$ cat config.mk
export PLATFORM = sky130hd
export DESIGN_NAME = crate_array_packer
export DESIGN_NICKNAME = d
export VERILOG_FILES = /design/src/rtl/crate_array_packer.sv
export SDC_FILE = /design/constraint.sdc
export NUM_CORES = 2
export LEC_CHECK = 0
export ABC_AREA = 1
export BUFFER_PORTS_ARGS = -buffer_cell sky130_fd_sc_hd__buf_2
export CAP_MARGIN = 20
export CORE_AREA = 2 2 575 577
export CTS_CLUSTER_DIAMETER = 30
export DETAILED_ROUTE_END_ITERATION = 8
export DIE_AREA = 0 0 577 579
export GPL_TIMING_DRIVEN = 1
export HOLD_SLACK_MARGIN = 0.03
export SLEW_MARGIN = 20
export SYNTH_ARGS = -nofsm -noshare
export SYNTH_HDL_FRONTEND = slang
export SYNTH_SLANG_ARGS = --single-unit
$ cat constraint.sdc
create_clock -name clk -period 49.9 [get_ports clk]
set_input_delay 2.495 -clock clk [delete_from_list [all_inputs] [get_ports clk]]
set_output_delay 2.495 -clock clk [all_outputs]
set_load 0.01 [all_outputs]
$ cat src/rtl/crate_array_packer.sv
// Snapshots a 38x38 hit array plus header on a strobe and streams it out as one framed
// 16-bit valid/ready packet. Optional CRC-16-CCITT trailer word when PACKER_CRC_EN is defined.
module crate_array_packer (
    input  logic        clk,
    input  logic        rst,
    input  logic        arr_valid,
    input  logic [15:0] array_header,
    input  logic [37:0] array_in00,
    input  logic [37:0] array_in01,
    input  logic [37:0] array_in02,
    input  logic [37:0] array_in03,
    input  logic [37:0] array_in04,
    input  logic [37:0] array_in05,
    input  logic [37:0] array_in06,
    input  logic [37:0] array_in07,
    input  logic [37:0] array_in08,
    input  logic [37:0] array_in09,
    input  logic [37:0] array_in10,
    input  logic [37:0] array_in11,
    input  logic [37:0] array_in12,
    input  logic [37:0] array_in13,
    input  logic [37:0] array_in14,
    input  logic [37:0] array_in15,
    input  logic [37:0] array_in16,
    input  logic [37:0] array_in17,
    input  logic [37:0] array_in18,
    input  logic [37:0] array_in19,
    input  logic [37:0] array_in20,
    input  logic [37:0] array_in21,
    input  logic [37:0] array_in22,
    input  logic [37:0] array_in23,
    input  logic [37:0] array_in24,
    input  logic [37:0] array_in25,
    input  logic [37:0] array_in26,
    input  logic [37:0] array_in27,
    input  logic [37:0] array_in28,
    input  logic [37:0] array_in29,
    input  logic [37:0] array_in30,
    input  logic [37:0] array_in31,
    input  logic [37:0] array_in32,
    input  logic [37:0] array_in33,
    input  logic [37:0] array_in34,
    input  logic [37:0] array_in35,
    input  logic [37:0] array_in36,
    input  logic [37:0] array_in37,
    output logic [15:0] dout,
    output logic        dout_valid,
    input  logic        dout_ready,
    output logic        dout_last,
    output logic        busy,
    output logic [7:0]  drop_cnt
);

    localparam logic [2:0] ST_IDLE  = 3'd0;
    localparam logic [2:0] ST_HEAD  = 3'd1;
    localparam logic [2:0] ST_ROW   = 3'd2;
    localparam logic [2:0] ST_TRAIL = 3'd3;
`ifdef PACKER_CRC_EN
    localparam logic [2:0] ST_CRC   = 3'd4;
`endif

    // Stream handshake: a word transfers on a rising edge where dout_valid && dout_ready.
    // dout/dout_valid/dout_last are decoded from registered state only, so they hold
    // steady for as long as the consumer stalls.

    logic [37:0] rows_in [38];
    logic [37:0] snap_q  [38];
    logic [37:0] snap_d  [38];
    logic [15:0] hdr_q, hdr_d;
    logic [2:0]  state_q, state_d;
    logic [5:0]  row_q, row_d;
    logic [1:0]  sub_q, sub_d;
    logic [10:0] pop_q, pop_d;
    logic [7:0]  drop_q, drop_d;
    logic [37:0] cur_row;
    logic [5:0]  row_pop;
    logic        hs;

    assign rows_in[0]  = array_in00;
    assign rows_in[1]  = array_in01;
    assign rows_in[2]  = array_in02;
    assign rows_in[3]  = array_in03;
    assign rows_in[4]  = array_in04;
    assign rows_in[5]  = array_in05;
    assign rows_in[6]  = array_in06;
    assign rows_in[7]  = array_in07;
    assign rows_in[8]  = array_in08;
    assign rows_in[9]  = array_in09;
    assign rows_in[10] = array_in10;
    assign rows_in[11] = array_in11;
    assign rows_in[12] = array_in12;
    assign rows_in[13] = array_in13;
    assign rows_in[14] = array_in14;
    assign rows_in[15] = array_in15;
    assign rows_in[16] = array_in16;
    assign rows_in[17] = array_in17;
    assign rows_in[18] = array_in18;
    assign rows_in[19] = array_in19;
    assign rows_in[20] = array_in20;
    assign rows_in[21] = array_in21;
    assign rows_in[22] = array_in22;
    assign rows_in[23] = array_in23;
    assign rows_in[24] = array_in24;
    assign rows_in[25] = array_in25;
    assign rows_in[26] = array_in26;
    assign rows_in[27] = array_in27;
    assign rows_in[28] = array_in28;
    assign rows_in[29] = array_in29;
    assign rows_in[30] = array_in30;
    assign rows_in[31] = array_in31;
    assign rows_in[32] = array_in32;
    assign rows_in[33] = array_in33;
    assign rows_in[34] = array_in34;
    assign rows_in[35] = array_in35;
    assign rows_in[36] = array_in36;
    assign rows_in[37] = array_in37;

    function automatic logic [5:0] popcount38(input logic [37:0] v);
        logic [5:0] c;
        c = 6'd0;
        for (int i = 0; i < 38; i++) begin
            c = c + {5'd0, v[i]};
        end
        return c;
    endfunction

`ifdef PACKER_CRC_EN
    logic [15:0] crc_q, crc_d;

    // CRC-16-CCITT, polynomial 0x1021, data consumed MSB first.
    function automatic logic [15:0] crc16_word(input logic [15:0] c_in, input logic [15:0] d);
        logic [15:0] c;
        logic        fb;
        c = c_in;
        for (int i = 15; i >= 0; i--) begin
            fb = c[15] ^ d[i];
            c  = {c[14:0], 1'b0};
            if (fb) begin
                c = c ^ 16'h1021;
            end
        end
        return c;
    endfunction
`endif

    assign cur_row    = snap_q[row_q];
    assign row_pop    = popcount38(cur_row);
    assign busy       = (state_q != ST_IDLE);
    assign dout_valid = busy;
    assign drop_cnt   = drop_q;
    assign hs         = dout_valid && dout_ready;

    always_comb begin
        dout      = 16'h0000;
        dout_last = 1'b0;
        case (state_q)
            ST_HEAD: dout = hdr_q;
            ST_ROW: begin
                case (sub_q)
                    2'd0:    dout = {row_q, 4'b0000, cur_row[37:32]};
                    2'd1:    dout = cur_row[31:16];
                    default: dout = cur_row[15:0];
                endcase
            end
            ST_TRAIL: begin
                dout = {5'b11110, pop_q};
`ifndef PACKER_CRC_EN
                dout_last = 1'b1;
`endif
            end
`ifdef PACKER_CRC_EN
            ST_CRC: begin
                dout      = crc_q;
                dout_last = 1'b1;
            end
`endif
            default: dout = 16'h0000;
        endcase
    end

    always_comb begin
        state_d = state_q;
        row_d   = row_q;
        sub_d   = sub_q;
        pop_d   = pop_q;
        hdr_d   = hdr_q;
        snap_d  = snap_q;
        drop_d  = drop_q;
`ifdef PACKER_CRC_EN
        crc_d   = crc_q;
        if (hs && state_q != ST_CRC) begin
            crc_d = crc16_word(crc_q, dout);
        end
`endif
        // Strobes outside IDLE never touch the snapshot; they are only counted.
        if (arr_valid && state_q != ST_IDLE && drop_q != 8'hFF) begin
            drop_d = drop_q + 8'd1;
        end
        case (state_q)
            ST_IDLE: begin
                if (arr_valid) begin
                    hdr_d   = array_header;
                    snap_d  = rows_in;
                    pop_d   = 11'd0;
                    row_d   = 6'd0;
                    sub_d   = 2'd0;
`ifdef PACKER_CRC_EN
                    crc_d   = 16'hFFFF;
`endif
                    state_d = ST_HEAD;
                end
            end
            ST_HEAD: begin
                if (hs) begin
                    state_d = ST_ROW;
                end
            end
            ST_ROW: begin
                if (hs) begin
                    if (sub_q == 2'd2) begin
                        sub_d = 2'd0;
                        pop_d = pop_q + {5'd0, row_pop};
                        if (row_q == 6'd37) begin
                            state_d = ST_TRAIL;
                        end else begin
                            row_d = row_q + 6'd1;
                        end
                    end else begin
                        sub_d = sub_q + 2'd1;
                    end
                end
            end
            ST_TRAIL: begin
                if (hs) begin
`ifdef PACKER_CRC_EN
                    state_d = ST_CRC;
`else
                    state_d = ST_IDLE;
`endif
                end
            end
`ifdef PACKER_CRC_EN
            ST_CRC: begin
                if (hs) begin
                    state_d = ST_IDLE;
                end
            end
`endif
            default: state_d = ST_IDLE;
        endcase
    end

    always_ff @(posedge clk) begin
        if (rst) begin
            state_q <= ST_IDLE;
            row_q   <= 6'd0;
            sub_q   <= 2'd0;
            pop_q   <= 11'd0;
            drop_q  <= 8'd0;
`ifdef PACKER_CRC_EN
            crc_q   <= 16'hFFFF;
`endif
        end else begin
            state_q <= state_d;
            row_q   <= row_d;
            sub_q   <= sub_d;
            pop_q   <= pop_d;
            drop_q  <= drop_d;
`ifdef PACKER_CRC_EN
            crc_q   <= crc_d;
`endif
        end
    end

    // Snapshot storage has no reset; its contents only matter after a capture.
    always_ff @(posedge clk) begin
        hdr_q  <= hdr_d;
        snap_q <= snap_d;
    end

endmodule

==> impl_metrics.yaml <==
setup_path:
  slowest_stage: "buf_4"
  crit_fanout: 122
  worstPathRequired_ps: 50660
  endpoint_kind: "flip-flop"
  critical_path_class: "flip-flop to flip-flop"
  crit_top_cell: "fa_1"
  arrival_ps: 10940
  critPathMaxStageDelay_ps: 730
  start_kind: "flip-flop"
grt:
  busiest_layer: "met2"
  grt_overflow: 0
  antenna_found_initial: 213
  grt_pass1_vias: 47600
  met3_usage: 0.0530
  grt_pass1_wl_um: 401000
  met1_usage: 0.202
  use_met2: 0.297
  grt_max_degree: 173
  grt_usage: 0.177
synthesis:
  synthCells: 5152
  synth-seq-area-share: 0.721
  syn-cell-area_um2: 61600
  mappedNetlistNets: 6677
  synth_seq_cells: 1489
  ys_warn_count: 0
  avgSynthCellArea_um2: 12.0
  synth_cell_type_count: 45
  yosysTopAreaCellShare: 0.712
  synthTopCellsByArea: "edfxtp_1, nand2_1, nand3_1, nor2_1, o21ai_0"
  netlist.top_cell.by_area: "edfxtp_1"
placement:
  hpwl_um: 235000
  dpl.cell_count: 10800
  routabilityCongestion: 0.886
  port_buffers: 1490
die:
  coreArea_um2: 329000
  die_w_um: 577
  die_height_um: 579
  die_area_um2: 334000
  pin_count: 1491
  row_count: 211
  start_util: 0.187
route:
  vias_per_cell: 4.21
  drc: 0
  detail-route-antenna-nets: 0
  wl_um: 311000
  post_drt_wl_per_cell_um: 26.8
  drt_iter0_drc: 4706
  drt_pre_antenna_iters: 6
  vias: 48700
cts:
  clk_path_buf_depth: 4
  cts-buffers-inserted: 356
  cts-htree-levels: 5
  cts_setup_buffers: 0
  cts-root-buf: "clkbuf_16"
  postCtsHoldBufs: 0
  clkLatencyLatePin_ps: 920
  clk_pin_slew_worst_paths_ps: 40
  cts_sinks: 1489
  post_cts_resized: 0
  cts_tree: "yes"
sta:
  finClkSkew_ps: 87.0
  maxSlewViolCount: 0
  period_share: 0.204
  hold_slack_ps: 495
  finalHoldViolations: 0
  fmax_mhz: 98.3
  rsz0062_at_grt: "no"
  fin_tns_setup_ps: 0
  fin_crit_ps: 10170
  worstMarginPinSlew_ps: 1110
  slew_headroom: 0.262
  setup_viol: 0
power:
  powerDensity_nw_per_um2: 69.7
  peakVddDrop_mv: 0.274
  switching_share: 0.336
  p_switching_mw: 2.02
  p_int_mw: 3.99
  combPwrFrac: 0.293
  power_leakage_nw: 33.8
  seqPwrFrac: 0.311
  clockPowerShare: 0.396
  power_mw: 6.01
final_layout:
  syn_to_final_growth_pct: 39.9
  final_cell_mix: "buf_2, edfxtp_1, nand2_1"
  post-route-util: 0.262
  finalNonFillerCells: 11600
  drive_gt1_frac: 0.307
  nFillCells: 34400
  nNetsFinal: 8297
  final_common_cell: "buf_2"
job:
  maxCapViolCount: 0
min_path:
  hp-class: "flip-flop to flip-flop"
run_status:
  status: "finished clean"
[synth_stat cells, drive strengths merged]
| cell | count |
|---|---|
| a211oi | 2 |
| a21oi | 95 |
| a221oi | 1 |
| a22o | 6 |
| a32oi | 2 |
| and2 | 7 |
| buf | 262 |
| clkbuf | 53 |
| dfxtp | 29 |
| edfxtp | 1460 |
| fa | 31 |
| ha | 30 |
| inv | 130 |
| nand2 | 1223 |
| nand3 | 606 |
| nand3b | 3 |
| nand4 | 5 |
| nor2 | 620 |
| nor3 | 6 |
| nor3b | 2 |
| o2111ai | 1 |
| o211ai | 44 |
| o21a | 2 |
| o21ai | 468 |
| o21bai | 1 |
| o221ai | 1 |
| o22ai | 46 |
| o31ai | 1 |
| or2 | 13 |
| xor2 | 2 |
[area by class of cell]
class	instances	area (um^2)	share of cell area
Antenna cell	144	360	0.00418
Clock buffer	406	9150	0.106
Timing Repair Buffer	1577	8240	0.0956
Sequential cell	1489	44400	0.516
Tap cell	4366	5460	0.0634
Clock inverter	248	3170	0.0367
Inverter	130	562	0.00652
Multi-Input combinational cell	3218	14800	0.172
[through the flow]
stage               cell area [um^2]  setup WS (ps)
CTS                            85800          39670
detailed placement             73500          39690
floorplan                      61600          17510
global placement               73500          39610
global route                   86000          39300
finish                         86200          39730
[sequential cells by signal, summed over array words and instances (netlist names)]
name,flops
row_q,6
sub_q,2
state_q,2
drop_cnt,8
snap_q,1444
pop_q,11
hdr_q,16
[routing by layer]
layer | vias to the layer above | part of all wire
li1 | 21700 | -
met1 | 23500 | 0.37
met2 | 2756 | 0.48
met3 | 678 | 0.092
met4 | 86 | 0.050
met5 | - | 0.0016
[power by group through the flow]
stage                     Combinational (mW)  Sequential, mW  Clock (mW)
final                                   1.76            1.87        2.38
after floorplan                         1.22            2.26           0
after CTS                               1.78            1.87        2.41
after global placement                  1.79            1.88           0
after global routing                    2.03            1.89        2.47
after detailed placement                1.77            1.88           0
[final timing paths]
| path | from | endpoint | slack, ps | cells past startpoint |
|---|---|---|---|---|
| min | pop_q[7] | pop_q[7] | 490 | 2 |
| max reg2reg | row_q[0] | pop_q[6] | 39730 | 33 |
| max | row_q[0] | pop_q[6] | 39730 | 33 |
| min reg2reg | pop_q[7] | pop_q[7] | 490 | 2 |
[logic make-up after synthesis]
group / after synthesis / synth area share
simple gates: 2485 / 0.165
flops: 1489 / 0.721
compound gates: 670 / 0.0584
buf+inv: 445 / 0.0387
fa+ha+maj: 61 / 0.0162
xor+xnor: 2 / 0.000284
[critical path: cells and delay by family (launching register included)]
| kind | cells | cell delay (ps) |
|---|---|---|
| buf+inv | 8 | 2380 |
| compound gates | 3 | 570 |
| flops | 1 | 540 |
| simple gates | 13 | 2310 |
| fa+ha+maj | 9 | 3870 |
(Power assumes the default switching activity.)
